===== config.mk =====
export PLATFORM = sky130hd
export DESIGN_NAME = arr_bank_ctrl_flat
export DESIGN_NICKNAME = d
export VERILOG_FILES = /design/src/rtl/arr_bank_ctrl_if.sv /design/src/rtl/arr_bank_ctrl.sv /design/src/flat_wrapper.sv
export SDC_FILE = /design/constraint.sdc
export NUM_CORES = 1
export LEC_CHECK = 0
export BUFFER_PORTS_ARGS = -buffer_cell sky130_fd_sc_hd__buf_2
export CORE_UTILIZATION = 65
export CTS_CLUSTER_DIAMETER = 100
export DETAILED_ROUTE_END_ITERATION = 10
export PLACE_DENSITY = 0.81
export SLEW_MARGIN = 15
export SYNTH_ARGS = -nofsm -noshare
export SYNTH_HDL_FRONTEND = slang
export SYNTH_SLANG_ARGS = --single-unit

===== constraint.sdc =====
create_clock -name clk -period 3.9 [get_ports clk]
set_input_delay 0.195 -clock clk [delete_from_list [all_inputs] [get_ports clk]]
set_output_delay 0.195 -clock clk [all_outputs]
set_load 0.02 [all_outputs]

===== src/rtl/arr_bank_ctrl_if.sv =====
// Host/kernel access bus for arr_bank_ctrl. The master side drives requests;
// the slave side (the bank) returns grants, read data and status.
interface arr_bank_ctrl_if #(
  parameter int DATA_W = 64,
  parameter int ADDR_W = 4
);
  logic              controlArr;
  logic              host_we;
  logic [ADDR_W-1:0] host_addr;
  logic [DATA_W-1:0] host_wdata;
  logic [DATA_W-1:0] host_rdata;
  logic              host_rvalid;
  logic              kern_req;
  logic              kern_we;
  logic [ADDR_W-1:0] kern_addr;
  logic [DATA_W-1:0] kern_wdata;
  logic              kern_gnt;
  logic [DATA_W-1:0] kern_rdata;
  logic              kern_rvalid;
  logic              busy;
  logic              addr_err;

  modport master (
    output controlArr, host_we, host_addr, host_wdata,
    output kern_req, kern_we, kern_addr, kern_wdata,
    input  host_rdata, host_rvalid, kern_gnt, kern_rdata, kern_rvalid,
    input  busy, addr_err
  );

  modport slave (
    input  controlArr, host_we, host_addr, host_wdata,
    input  kern_req, kern_we, kern_addr, kern_wdata,
    output host_rdata, host_rvalid, kern_gnt, kern_rdata, kern_rvalid,
    output busy, addr_err
  );
endinterface


===== src/rtl/arr_bank_ctrl.sv =====
// Single-port array bank shared between a host (owner while controlArr=1) and a kernel.
// Define ARR_BANK_CLEAR_EN to build the post-reset zero-clear engine.
module arr_bank_ctrl #(
  parameter int DATA_W = 64,
  parameter int DEPTH  = 16,
  parameter int ADDR_W = $clog2(DEPTH)
) (
  input  logic          clk,
  input  logic          rst_n,
  arr_bank_ctrl_if.slave bus
);

  typedef struct packed {
    logic              vld;
    logic              we;
    logic              host;
    logic [ADDR_W-1:0] addr;
    logic [DATA_W-1:0] wdata;
  } acc_t;

  logic              ready;
  logic              clr_we;
  logic [ADDR_W-1:0] clr_addr;
  acc_t              acc;
  logic              in_range;
  logic              mem_we;
  logic [ADDR_W-1:0] mem_waddr;
  logic [DATA_W-1:0] mem_wdata;
  logic [DATA_W-1:0] rd_word;
  logic [DATA_W-1:0] mem [DEPTH];

`ifdef ARR_BANK_CLEAR_EN
  typedef enum logic {CLEAR, READY} state_t;
  state_t state_q, state_d;

  always_ff @(posedge clk or negedge rst_n) begin
    if (!rst_n) begin
      state_q  <= CLEAR;
      clr_addr <= '0;
    end else begin
      state_q <= state_d;
      if (state_q == CLEAR) clr_addr <= (state_d == READY) ? '0 : clr_addr + ADDR_W'(1);
    end
  end

  always_comb begin
    state_d = state_q;
    case (state_q)
      CLEAR: if (clr_addr == ADDR_W'(DEPTH - 1)) state_d = READY;
      READY: state_d = READY;
    endcase
  end

  assign ready    = rst_n & (state_q == READY);
  assign clr_we   = (state_q == CLEAR);
  assign bus.busy = (state_q == CLEAR);
`else
  assign ready    = rst_n;
  assign clr_we   = 1'b0;
  assign clr_addr = '0;
  assign bus.busy = 1'b0;
`endif

  // Reset gates the grant combinationally so it drops the instant rst_n falls.
  assign bus.kern_gnt = bus.kern_req & ~bus.controlArr & ready;

  always_comb begin
    acc = '0;
    if (ready && bus.controlArr) begin
      acc.vld   = 1'b1;
      acc.we    = bus.host_we;
      acc.host  = 1'b1;
      acc.addr  = bus.host_addr;
      acc.wdata = bus.host_wdata;
    end else if (bus.kern_gnt) begin
      acc.vld   = 1'b1;
      acc.we    = bus.kern_we;
      acc.addr  = bus.kern_addr;
      acc.wdata = bus.kern_wdata;
    end
  end

  // One extra bit so a power-of-two DEPTH does not wrap to zero.
  assign in_range  = {1'b0, acc.addr} < (ADDR_W + 1)'(DEPTH);
  assign mem_we    = clr_we | (acc.vld & acc.we & in_range);
  assign mem_waddr = clr_we ? clr_addr : acc.addr;
  assign mem_wdata = clr_we ? '0 : acc.wdata;
  assign rd_word   = in_range ? mem[acc.addr] : '0;

  always_ff @(posedge clk) begin
    if (mem_we) mem[mem_waddr] <= mem_wdata;
  end

  always_ff @(posedge clk or negedge rst_n) begin
    if (!rst_n) begin
      bus.host_rvalid <= 1'b0;
      bus.kern_rvalid <= 1'b0;
      bus.host_rdata  <= '0;
      bus.kern_rdata  <= '0;
      bus.addr_err    <= 1'b0;
    end else begin
      bus.host_rvalid <= acc.vld & ~acc.we &  acc.host;
      bus.kern_rvalid <= acc.vld & ~acc.we & ~acc.host;
      if (acc.vld && !acc.we &&  acc.host) bus.host_rdata <= rd_word;
      if (acc.vld && !acc.we && !acc.host) bus.kern_rdata <= rd_word;
      if (acc.vld && !in_range)            bus.addr_err   <= 1'b1;
    end
  end

endmodule


===== src/flat_wrapper.sv =====
// flat-port wrapper written by rule: the top's interface ports become plain ports
module arr_bank_ctrl_flat 
#(
  parameter int DATA_W = 64,
  parameter int DEPTH  = 16,
  parameter int ADDR_W = $clog2(DEPTH)
)
  (clk, rst_n, bus_controlArr, bus_host_we, bus_host_addr, bus_host_wdata, bus_kern_req, bus_kern_we, bus_kern_addr, bus_kern_wdata, bus_host_rdata, bus_host_rvalid, bus_kern_gnt, bus_kern_rdata, bus_kern_rvalid, bus_busy, bus_addr_err);
  arr_bank_ctrl_if #(.DATA_W(DATA_W), .ADDR_W(ADDR_W)) bus_i ();
  input  logic clk;
  input  logic rst_n;
  input wire logic [$bits(bus_i.controlArr)-1:0] bus_controlArr;
  input wire logic [$bits(bus_i.host_we)-1:0] bus_host_we;
  input wire logic [$bits(bus_i.host_addr)-1:0] bus_host_addr;
  input wire logic [$bits(bus_i.host_wdata)-1:0] bus_host_wdata;
  input wire logic [$bits(bus_i.kern_req)-1:0] bus_kern_req;
  input wire logic [$bits(bus_i.kern_we)-1:0] bus_kern_we;
  input wire logic [$bits(bus_i.kern_addr)-1:0] bus_kern_addr;
  input wire logic [$bits(bus_i.kern_wdata)-1:0] bus_kern_wdata;
  output wire logic [$bits(bus_i.host_rdata)-1:0] bus_host_rdata;
  output wire logic [$bits(bus_i.host_rvalid)-1:0] bus_host_rvalid;
  output wire logic [$bits(bus_i.kern_gnt)-1:0] bus_kern_gnt;
  output wire logic [$bits(bus_i.kern_rdata)-1:0] bus_kern_rdata;
  output wire logic [$bits(bus_i.kern_rvalid)-1:0] bus_kern_rvalid;
  output wire logic [$bits(bus_i.busy)-1:0] bus_busy;
  output wire logic [$bits(bus_i.addr_err)-1:0] bus_addr_err;
  assign bus_i.controlArr = bus_controlArr;
  assign bus_i.host_we = bus_host_we;
  assign bus_i.host_addr = bus_host_addr;
  assign bus_i.host_wdata = bus_host_wdata;
  assign bus_i.kern_req = bus_kern_req;
  assign bus_i.kern_we = bus_kern_we;
  assign bus_i.kern_addr = bus_kern_addr;
  assign bus_i.kern_wdata = bus_kern_wdata;
  assign bus_host_rdata = bus_i.host_rdata;
  assign bus_host_rvalid = bus_i.host_rvalid;
  assign bus_kern_gnt = bus_i.kern_gnt;
  assign bus_kern_rdata = bus_i.kern_rdata;
  assign bus_kern_rvalid = bus_i.kern_rvalid;
  assign bus_busy = bus_i.busy;
  assign bus_addr_err = bus_i.addr_err;
  arr_bank_ctrl #(.DATA_W(DATA_W), .DEPTH(DEPTH), .ADDR_W(ADDR_W)) u_core (.clk(clk), .rst_n(rst_n), .bus(bus_i));
endmodule

==> metrics.log, run 1 <==
INFO  metric yosysWarningCount = 0
INFO  metric async_set_reset_flop_share_out_of_synthesis = 0.113
INFO  metric finalClockSkew = 23.8 ps
INFO  metric drtPass1Iterations = 9
INFO  metric half_perimeter_wire_length_of_the_detailed_placement_result = 65800 um
INFO  metric fin_crit_sh = 0.820
INFO  metric ys_seq_elements = 1154
INFO  metric hold_path.class = in -> async
INFO  metric detailedRoute.firstIterationViolations = 4201
INFO  metric drc_errors = 0
INFO  metric antenna_found_initial = 5
INFO  metric pwr_density_cell = 544 nW/um^2
INFO  metric worst-r2r-cell-count = 4
INFO  metric place_area = 48300 um^2
INFO  metric layout.nets = 3220
INFO  metric final_number_of_max_transition_violations = 0
INFO  metric globalRoute.totalOverflow = 0
INFO  metric area_growth_syn_to_layout = 14.5%
INFO  metric total_power = 28300 uW
INFO  metric final_area = 52100 um^2
INFO  metric tightestPinTransition = 1110 ps
INFO  metric ys_flop_type = sky130_fd_sc_hd__edfxtp_1
INFO  metric tritoncts = done
INFO  metric max_cap_violations = 0
INFO  metric cts_sinks = 1154
INFO  metric synthesis.area = 45500 um^2
INFO  metric whs = 136 ps
INFO  metric arrival = 3750 ps
INFO  metric syn_inst = 2801
INFO  metric critical_path.endpoint_type = register
INFO  metric fmax = 0.313 GHz
INFO  metric netlist.area_leader.share = 0.676
INFO  metric cts-htree-levels = 3
INFO  metric coreArea = 68900 um^2
INFO  metric grt_start_max_net_pins = 86
INFO  metric layout_min_cycle_time = 3200 ps
INFO  metric start_util = 0.660
INFO  metric port-buffer-count = 272
INFO  metric cts_root_buffer = sky130_fd_sc_hd__clkbuf_16
INFO  metric layout-drive-gt1-share = 0.224
INFO  metric clock_path_buffers = 3
INFO  metric post_cts_buffers = 0
INFO  metric rows = 96
INFO  metric stdcell_count = 4105
INFO  metric final_antenna_net_count = 0
INFO  metric grt_setup_unrepaired = no
INFO  metric max-slew-margin-rel = 0.260
INFO  metric ff2ff_setup_slack = 1400 ps
INFO  metric floorplan.die_area = 71000 um^2
INFO  metric timing_worst_setup_path_type = in -> reg
INFO  metric floorplan.die.height = 267 um
INFO  metric worstReg2RegStart = u_core.mem[8][0]
INFO  metric yosys-top-cells-area = sky130_fd_sc_hd__edfxtp_1 68%, sky130_fd_sc_hd__dfrtp_1 7.2%, sky130_fd_sc_hd__mux2i_1 5.3%
INFO  metric grtUsageTotal = 0.342
INFO  metric synth-edff-count = 1024
INFO  metric synth_area_leader_cell = sky130_fd_sc_hd__edfxtp_1
INFO  metric report.final.setup_viol = 0
INFO  metric worst-endpoint-required = 4450 ps
INFO  metric max-vdd-ir-drop = 0.000397 V
INFO  metric cts-buffers-inserted = 108
INFO  metric worstSetupStartpointType = input port
INFO  metric clkSlewWorstSetupHoldPaths = 60 ps
INFO  metric critPathMaxFanout = 23
INFO  metric wire_per_inst = 29.7 um
INFO  metric synth_cell_types = 50
INFO  metric worstSetupEndpoint = u_core.bus.kern_rdata[0]
INFO  metric synth.yosys.seq_area_share = 0.748
INFO  metric routed_wl = 122000 um
INFO  metric pin_count = 275
INFO  metric dr_total_vias = 28.8k
INFO  metric reg2reg_to = u_core.bus.kern_rdata[0]
INFO  metric post_drt_via_cell_ratio = 7.02
INFO  metric place.detailed.instances = 3897
INFO  metric die_width = 267 um
INFO  metric outcome = finished clean
INFO  metric place_congestion = 0.860
INFO  metric timing_hold_violations_final = 0
INFO  metric wire_length_of_the_first_global_routing_pass = 177000 um
INFO  metric synth.avg_cell_area = 16.2 um^2
INFO  metric setup.worst_path.start = rst_n
INFO  metric power.leakage = 0.0179 uW
INFO  metric via_count_of_the_first_global_routing_pass = 28.8k
INFO  metric clock_latency = 680 ps
-- report_power, final --
part	total (uW)	internal [uW]	switching, uW
sequential	14300	14000	279
clock	10900	6450	4490
combinational	3100	1110	1990
-- final cells by class --
class                   count  area (um^2)
diodes                      2         5.00
clock buffers             144         2950
clock inverters            60          777
multi-input cells        1434        10800
well taps                 931         1160
fillers                  3820        16900
flip-flops and latches   1154        34000
repair buffers            380         2410
-- sequential cells by signal, summed over array words and instances (netlist names) --
register                flops
u_core.mem               1024
u_core.bus.host_rdata      64
u_core.bus.kern_rdata      64
u_core.bus.host_rvalid      1
u_core.bus.kern_rvalid      1
-- stage by stage --
stage	setup TNS (ps)	worst slack [ps]	utilization
after floorplan	-687270	-1060	-
after global placement	0	604	0.701
after detailed placement	0	536	0.701
after CTS	0	839	0.755
after global routing	0	665	0.755
final	0	703	0.755
-- Yosys cell counts, types with 7 or more instances --
cell type                   count
sky130_fd_sc_hd__edfxtp_1    1024
sky130_fd_sc_hd__mux2i_1      239
sky130_fd_sc_hd__nand2_1      204
sky130_fd_sc_hd__mux2_2       131
sky130_fd_sc_hd__dfrtp_1      130
sky130_fd_sc_hd__o22ai_1      117
sky130_fd_sc_hd__clkbuf_1     108
sky130_fd_sc_hd__and3_1        92
sky130_fd_sc_hd__nand3_1       85
sky130_fd_sc_hd__a211oi_1      83
sky130_fd_sc_hd__buf_2         66
sky130_fd_sc_hd__a22o_1        65
sky130_fd_sc_hd__a21oi_1       54
sky130_fd_sc_hd__o21ai_0       46
sky130_fd_sc_hd__a311oi_1      43
sky130_fd_sc_hd__or4_1         43
sky130_fd_sc_hd__a2111oi_0     37
sky130_fd_sc_hd__buf_1         31
sky130_fd_sc_hd__o2111ai_1     22
sky130_fd_sc_hd__or3_1         22
sky130_fd_sc_hd__nor2_1        18
sky130_fd_sc_hd__a211o_1       17
sky130_fd_sc_hd__a21o_1        17
sky130_fd_sc_hd__a31oi_1       16
sky130_fd_sc_hd__o211ai_1      14
sky130_fd_sc_hd__buf_4          8
sky130_fd_sc_hd__nor4b_1        8
sky130_fd_sc_hd__a311o_1        7
-- worst min-delay path by stage --
stage	to	start	slack (ps)
after global placement	u_core.bus.host_rdata[0]	rst_n	60
after CTS	u_core.bus.kern_rdata[42]	rst_n	110
after detailed placement	u_core.bus.kern_rdata[0]	rst_n	60
final	u_core.bus.kern_rdata[42]	rst_n	140
after global routing	u_core.bus.kern_rdata[42]	rst_n	150
after floorplan	u_core.bus.host_rdata[0]	rst_n	-100
-- kinds of logic (layout without fill, tap and decap cells) --
kind of cell           Yosys count  after routing  share of synthesized area
and+or+nand+nor                501            501                     0.0569
AOI/OAI and AO/OA              560            560                     0.0897
buffers and inverters          214            584                     0.0203
DFF                           1154           1154                      0.748
other                            1              4                  0.0000825
muxes                          371            371                     0.0853
-- critical path, cell delays in order --
cell	delay, ps
sky130_fd_sc_hd__dlygate4sd3_1	550
sky130_fd_sc_hd__buf_6	190
sky130_fd_sc_hd__nand4b_1	190
sky130_fd_sc_hd__nand2_2	530
sky130_fd_sc_hd__nor3_1	320
sky130_fd_sc_hd__a2111oi_0	880
sky130_fd_sc_hd__or4b_1	570
sky130_fd_sc_hd__mux2_2	300
-- layer usage --
layer	wire length [um]	up-vias	share of wire	GRT usage
li1	-	11800	-	-
met2	58300	2431	0.48	0.548
met1	43500	14200	0.36	0.462
met3	15500	395	0.13	0.0691
met4	4520	2	0.037	0.141
met5	14	-	0.00011	0
-- repair_timing --
item                                   CTS  global route
resized for setup                        0             0
hold buffers                             2             0
endpoints found under the hold margin   74             0
-- cells in the final DEF, fill, tap and decap left out, drive strengths merged, types with 3 or more instances in the layout --
master,count
buf,378
o21ai,47
mux2,132
a32oi,6
o22ai,117
o2111ai,22
a41o,5
and2,5
o32ai,3
mux2i,239
clkbuf,144
a2111oi,37
bufinv,17
a21oi,54
a31oi,16
nand2,205
nand4b,4
a22o,65
nor4b,8
or4b,6
a311oi,43
and3,92
clkinvlp,7
or4,43
nand3,86
dfrtp,130
clkinv,33
inv,3
a311o,7
nor3,5
a21o,17
nor2,18
or3,22
edfxtp,1024
a211o,17
o211ai,14
a211oi,83
No activity file was read; power rests on OpenSTA's default activity.
==> run 2, diff against run 1 <==
--- a/config.mk
+++ b/config.mk
@@ -6,10 +6,10 @@
 export NUM_CORES = 1
 export LEC_CHECK = 0
 export BUFFER_PORTS_ARGS = -buffer_cell sky130_fd_sc_hd__buf_2
-export CORE_UTILIZATION = 65
+export CORE_UTILIZATION = 60
 export CTS_CLUSTER_DIAMETER = 100
 export DETAILED_ROUTE_END_ITERATION = 10
-export PLACE_DENSITY = 0.81
+export PLACE_DENSITY = 0.76
 export SLEW_MARGIN = 15
 export SYNTH_ARGS = -nofsm -noshare
 export SYNTH_HDL_FRONTEND = slang
==> constraint.sdc (replaced) <==
create_clock -name clk -period 2.95 [get_ports clk]
set_input_delay 0.1475 -clock clk [delete_from_list [all_inputs] [get_ports clk]]
set_output_delay 0.1475 -clock clk [all_outputs]
set_load 0.02 [all_outputs]
==> metrics.log, run 2 (synthesis results as in run 1) <==
INFO  metric finalClockSkew = 30.7 ps (+6.88 ps)
INFO  metric fillcell_total = 4521 (+18%)
INFO  metric crit_chain = dlygate4sd3_1 > buf_6 > nand4b_1 > and2_4 > nor3_1 > a2111oi_0 > buf_4 > or4b_1 > mux2_2
INFO  metric fin_crit_sh = 0.940
INFO  metric area_growth_syn_to_layout = 16.1%
INFO  metric pin_count = 275 (unchanged)
INFO  metric timing_hold_violations_final = 0 (unchanged)
INFO  metric place_congestion = 0.847 (-1.6%)
INFO  metric port-buffer-count = 272 (unchanged)
INFO  metric wire_length_of_the_first_global_routing_pass = 177000 um (-0.33%)
INFO  metric slowest_stage = sky130_fd_sc_hd__a2111oi_0
INFO  metric start_util = 0.609 (-0.0508)
INFO  metric max_cap_violations = 0 (unchanged)
INFO  metric stdcell_count = 4182 (+1.9%)
INFO  metric cts_resized = 0 (unchanged)
INFO  metric clock_path_buffers = 3 (unchanged)
INFO  metric routed_wl = 120000 um (-1.5%)
INFO  metric globalRoute.totalOverflow = 0 (unchanged)
INFO  metric via_count_of_the_first_global_routing_pass = 28.4k (-1.5%)
INFO  metric hold_buffers = 2 (unchanged)
INFO  metric post_cts_buffers = 0 (unchanged)
INFO  metric setup.worst_path.start = rst_n
INFO  metric critPathMaxFanout = 20 (-13%)
INFO  metric place.detailed.instances = 3973 (+2.0%)
INFO  metric clock_latency = 680 ps (about the same)
INFO  metric layout_top_registers = u_core.mem (1024), u_core.bus.host_rdata (64), u_core.bus.kern_rdata (64)
INFO  metric ff_latch_area = 34000 um^2 (unchanged)
INFO  metric max_flop_register = u_core.mem
INFO  metric clkSlewWorstSetupHoldPaths = 60 ps (about the same)
INFO  metric fin_tns_setup = 0 ps (unchanged)
INFO  metric critical_path.max_stage_delay = 630 ps (-250 ps)
INFO  metric grt.met2_usage = 0.499 (-0.0493)
INFO  metric pwr_density_cell = 704 nW/um^2 (+29%)
INFO  metric antenna-diode-count = 0 (-2)
INFO  metric floorplan.die_area = 76900 um^2 (+8.3%)
INFO  metric grtUsageTotal = 0.309 (-0.0329)
INFO  metric cts-buffers-inserted = 110 (+1.9%)
INFO  metric multi_input_area = 10800 um^2 (+0.49%)
INFO  metric grtUsageMet3 = 0.0635 (-0.00560)
INFO  metric rows = 100 (+4.2%)
INFO  metric max-vdd-ir-drop = 0.000684 V (+72%)
INFO  metric mostFrequentLayoutCells = 1024 x sky130_fd_sc_hd__edfxtp_1, 271 x sky130_fd_sc_hd__buf_2, 239 x sky130_fd_sc_hd__mux2i_1, 198 x sky130_fd_sc_hd__nand2_1, 131 x sky130_fd_sc_hd__mux2_2
INFO  metric flip_flop_count_of_the_largest_register_all_copies_and_words_added = 1024 (unchanged)
INFO  metric report.final.setup_viol = 0 (unchanged)
INFO  metric drtPass1Iterations = 6 (-3)
INFO  metric grt_start_max_net_pins = 83 (-3.5%)
INFO  metric detailedRoute.firstIterationViolations = 3500 (-17%)
INFO  metric layout.nets = 3260 (+1.2%)
INFO  metric grt_setup_unrepaired = no
INFO  metric final_number_of_max_transition_violations = 0 (unchanged)
INFO  metric power.leakage = 0.0182 uW (+1.7%)
INFO  metric drc_errors = 0 (unchanged)
INFO  metric cts-htree-levels = 3 (unchanged)
INFO  metric timing_worst_setup_path_type = in -> reg
INFO  metric cts_sinks = 1154 (unchanged)
INFO  metric worstReg2RegStart = u_core.mem[9][24]
INFO  metric grtUsageMet1 = 0.420 (-0.0418)
INFO  metric final_antenna_net_count = 0 (unchanged)
INFO  metric hold_path.class = in -> async
INFO  metric final_common_cell = sky130_fd_sc_hd__edfxtp_1
INFO  metric antenna_found_initial = 1 (-4)
INFO  metric coreArea = 74700 um^2 (+8.3%)
INFO  metric grt-busiest-layer = met2
INFO  metric tritoncts = done
INFO  metric wire_per_inst = 28.7 um (-3.3%)
INFO  metric arrival = 3320 ps (-430 ps)
INFO  metric post_drt_via_cell_ratio = 6.78 (-3.5%)
INFO  metric layout-drive-gt1-share = 0.237 (+0.0127)
INFO  metric outcome = finished clean
INFO  metric cts_root_buffer = sky130_fd_sc_hd__clkbuf_16
INFO  metric tightestPinTransition = 845 ps (-262 ps)
INFO  metric critical_path.endpoint_type = register
INFO  metric max-slew-margin-rel = 0.433 (+0.172)
INFO  metric die_width = 277 um (+4.1%)
INFO  metric final_area = 52800 um^2 (+1.4%)
INFO  metric fmax = 0.361 GHz
INFO  metric worst-endpoint-required = 3490 ps (-960 ps)
INFO  metric worstSetupStartpointType = input port
INFO  metric half_perimeter_wire_length_of_the_detailed_placement_result = 67700 um (+2.9%)
INFO  metric floorplan.die.height = 277 um (+4.1%)
INFO  metric layout_min_cycle_time = 2770 ps
INFO  metric dr_total_vias = 28.4k (-1.6%)
INFO  metric place_area = 49100 um^2 (+1.7%)
## run 2: final timing paths
check                                                 end  slack, ps  cells past startpoint
worst max-delay path            u_core.bus.kern_rdata[24]        180                      9
worst min-delay path             u_core.bus.host_rdata[0]        140                      3
max in group asynchronous        u_core.bus.kern_rdata[1]       1890                      4
min in group clk                       u_core.mem[11][20]        150                      2
worst max register to register  u_core.bus.kern_rdata[24]        600                      5
worst min register to register  u_core.bus.host_rdata[62]        500                      1
## run 2: through the flow
| step | hold slack [ps] | total power, uW | setup slack [ps] | utilization |
|---|---|---|---|---|
| after detailed placement | 251 | 23300 | -63.6 | 0.658 |
| final | 145 | 37200 | 178 | 0.707 |
| after floorplan | -148 | 21700 | -262 | - |
| after global placement | 245 | 23200 | -58.6 | 0.658 |
| after global routing | 157 | 38200 | 136 | 0.707 |
| after CTS | 118 | 37300 | 264 | 0.707 |
## run 2: layout make-up
cell class | instances | share of cell area
sequential | 1154 | 0.644
tap | 969 | 0.0230
clock buffer | 163 | 0.0607
multi-input combinational | 1434 | 0.205
timing repair buffer | 418 | 0.0588
clock inverter | 44 | 0.00867
## run 2: critical path: cells and delay by family
family	cells	cell delay, ps
AO/OA/AOI/OAI	1	630
buffers and inverters	3	920
multiplexers	1	300
AND/OR/NAND/NOR	4	1310
## run 2: layer usage
metal / up-vias / share of wire
met5: - / 0
met4: 0 / 0.029
met3: 250 / 0.11
met2: 1967 / 0.48
met1: 14300 / 0.38
li1: 11900 / -
## run 2: power by group
part           internal [uW]  leakage, uW  switching, uW
clock network           8160      0.00179           5960
logic                   1540      0.00715           2630
registers              18500      0.00926            366
total                  28200       0.0182           8960
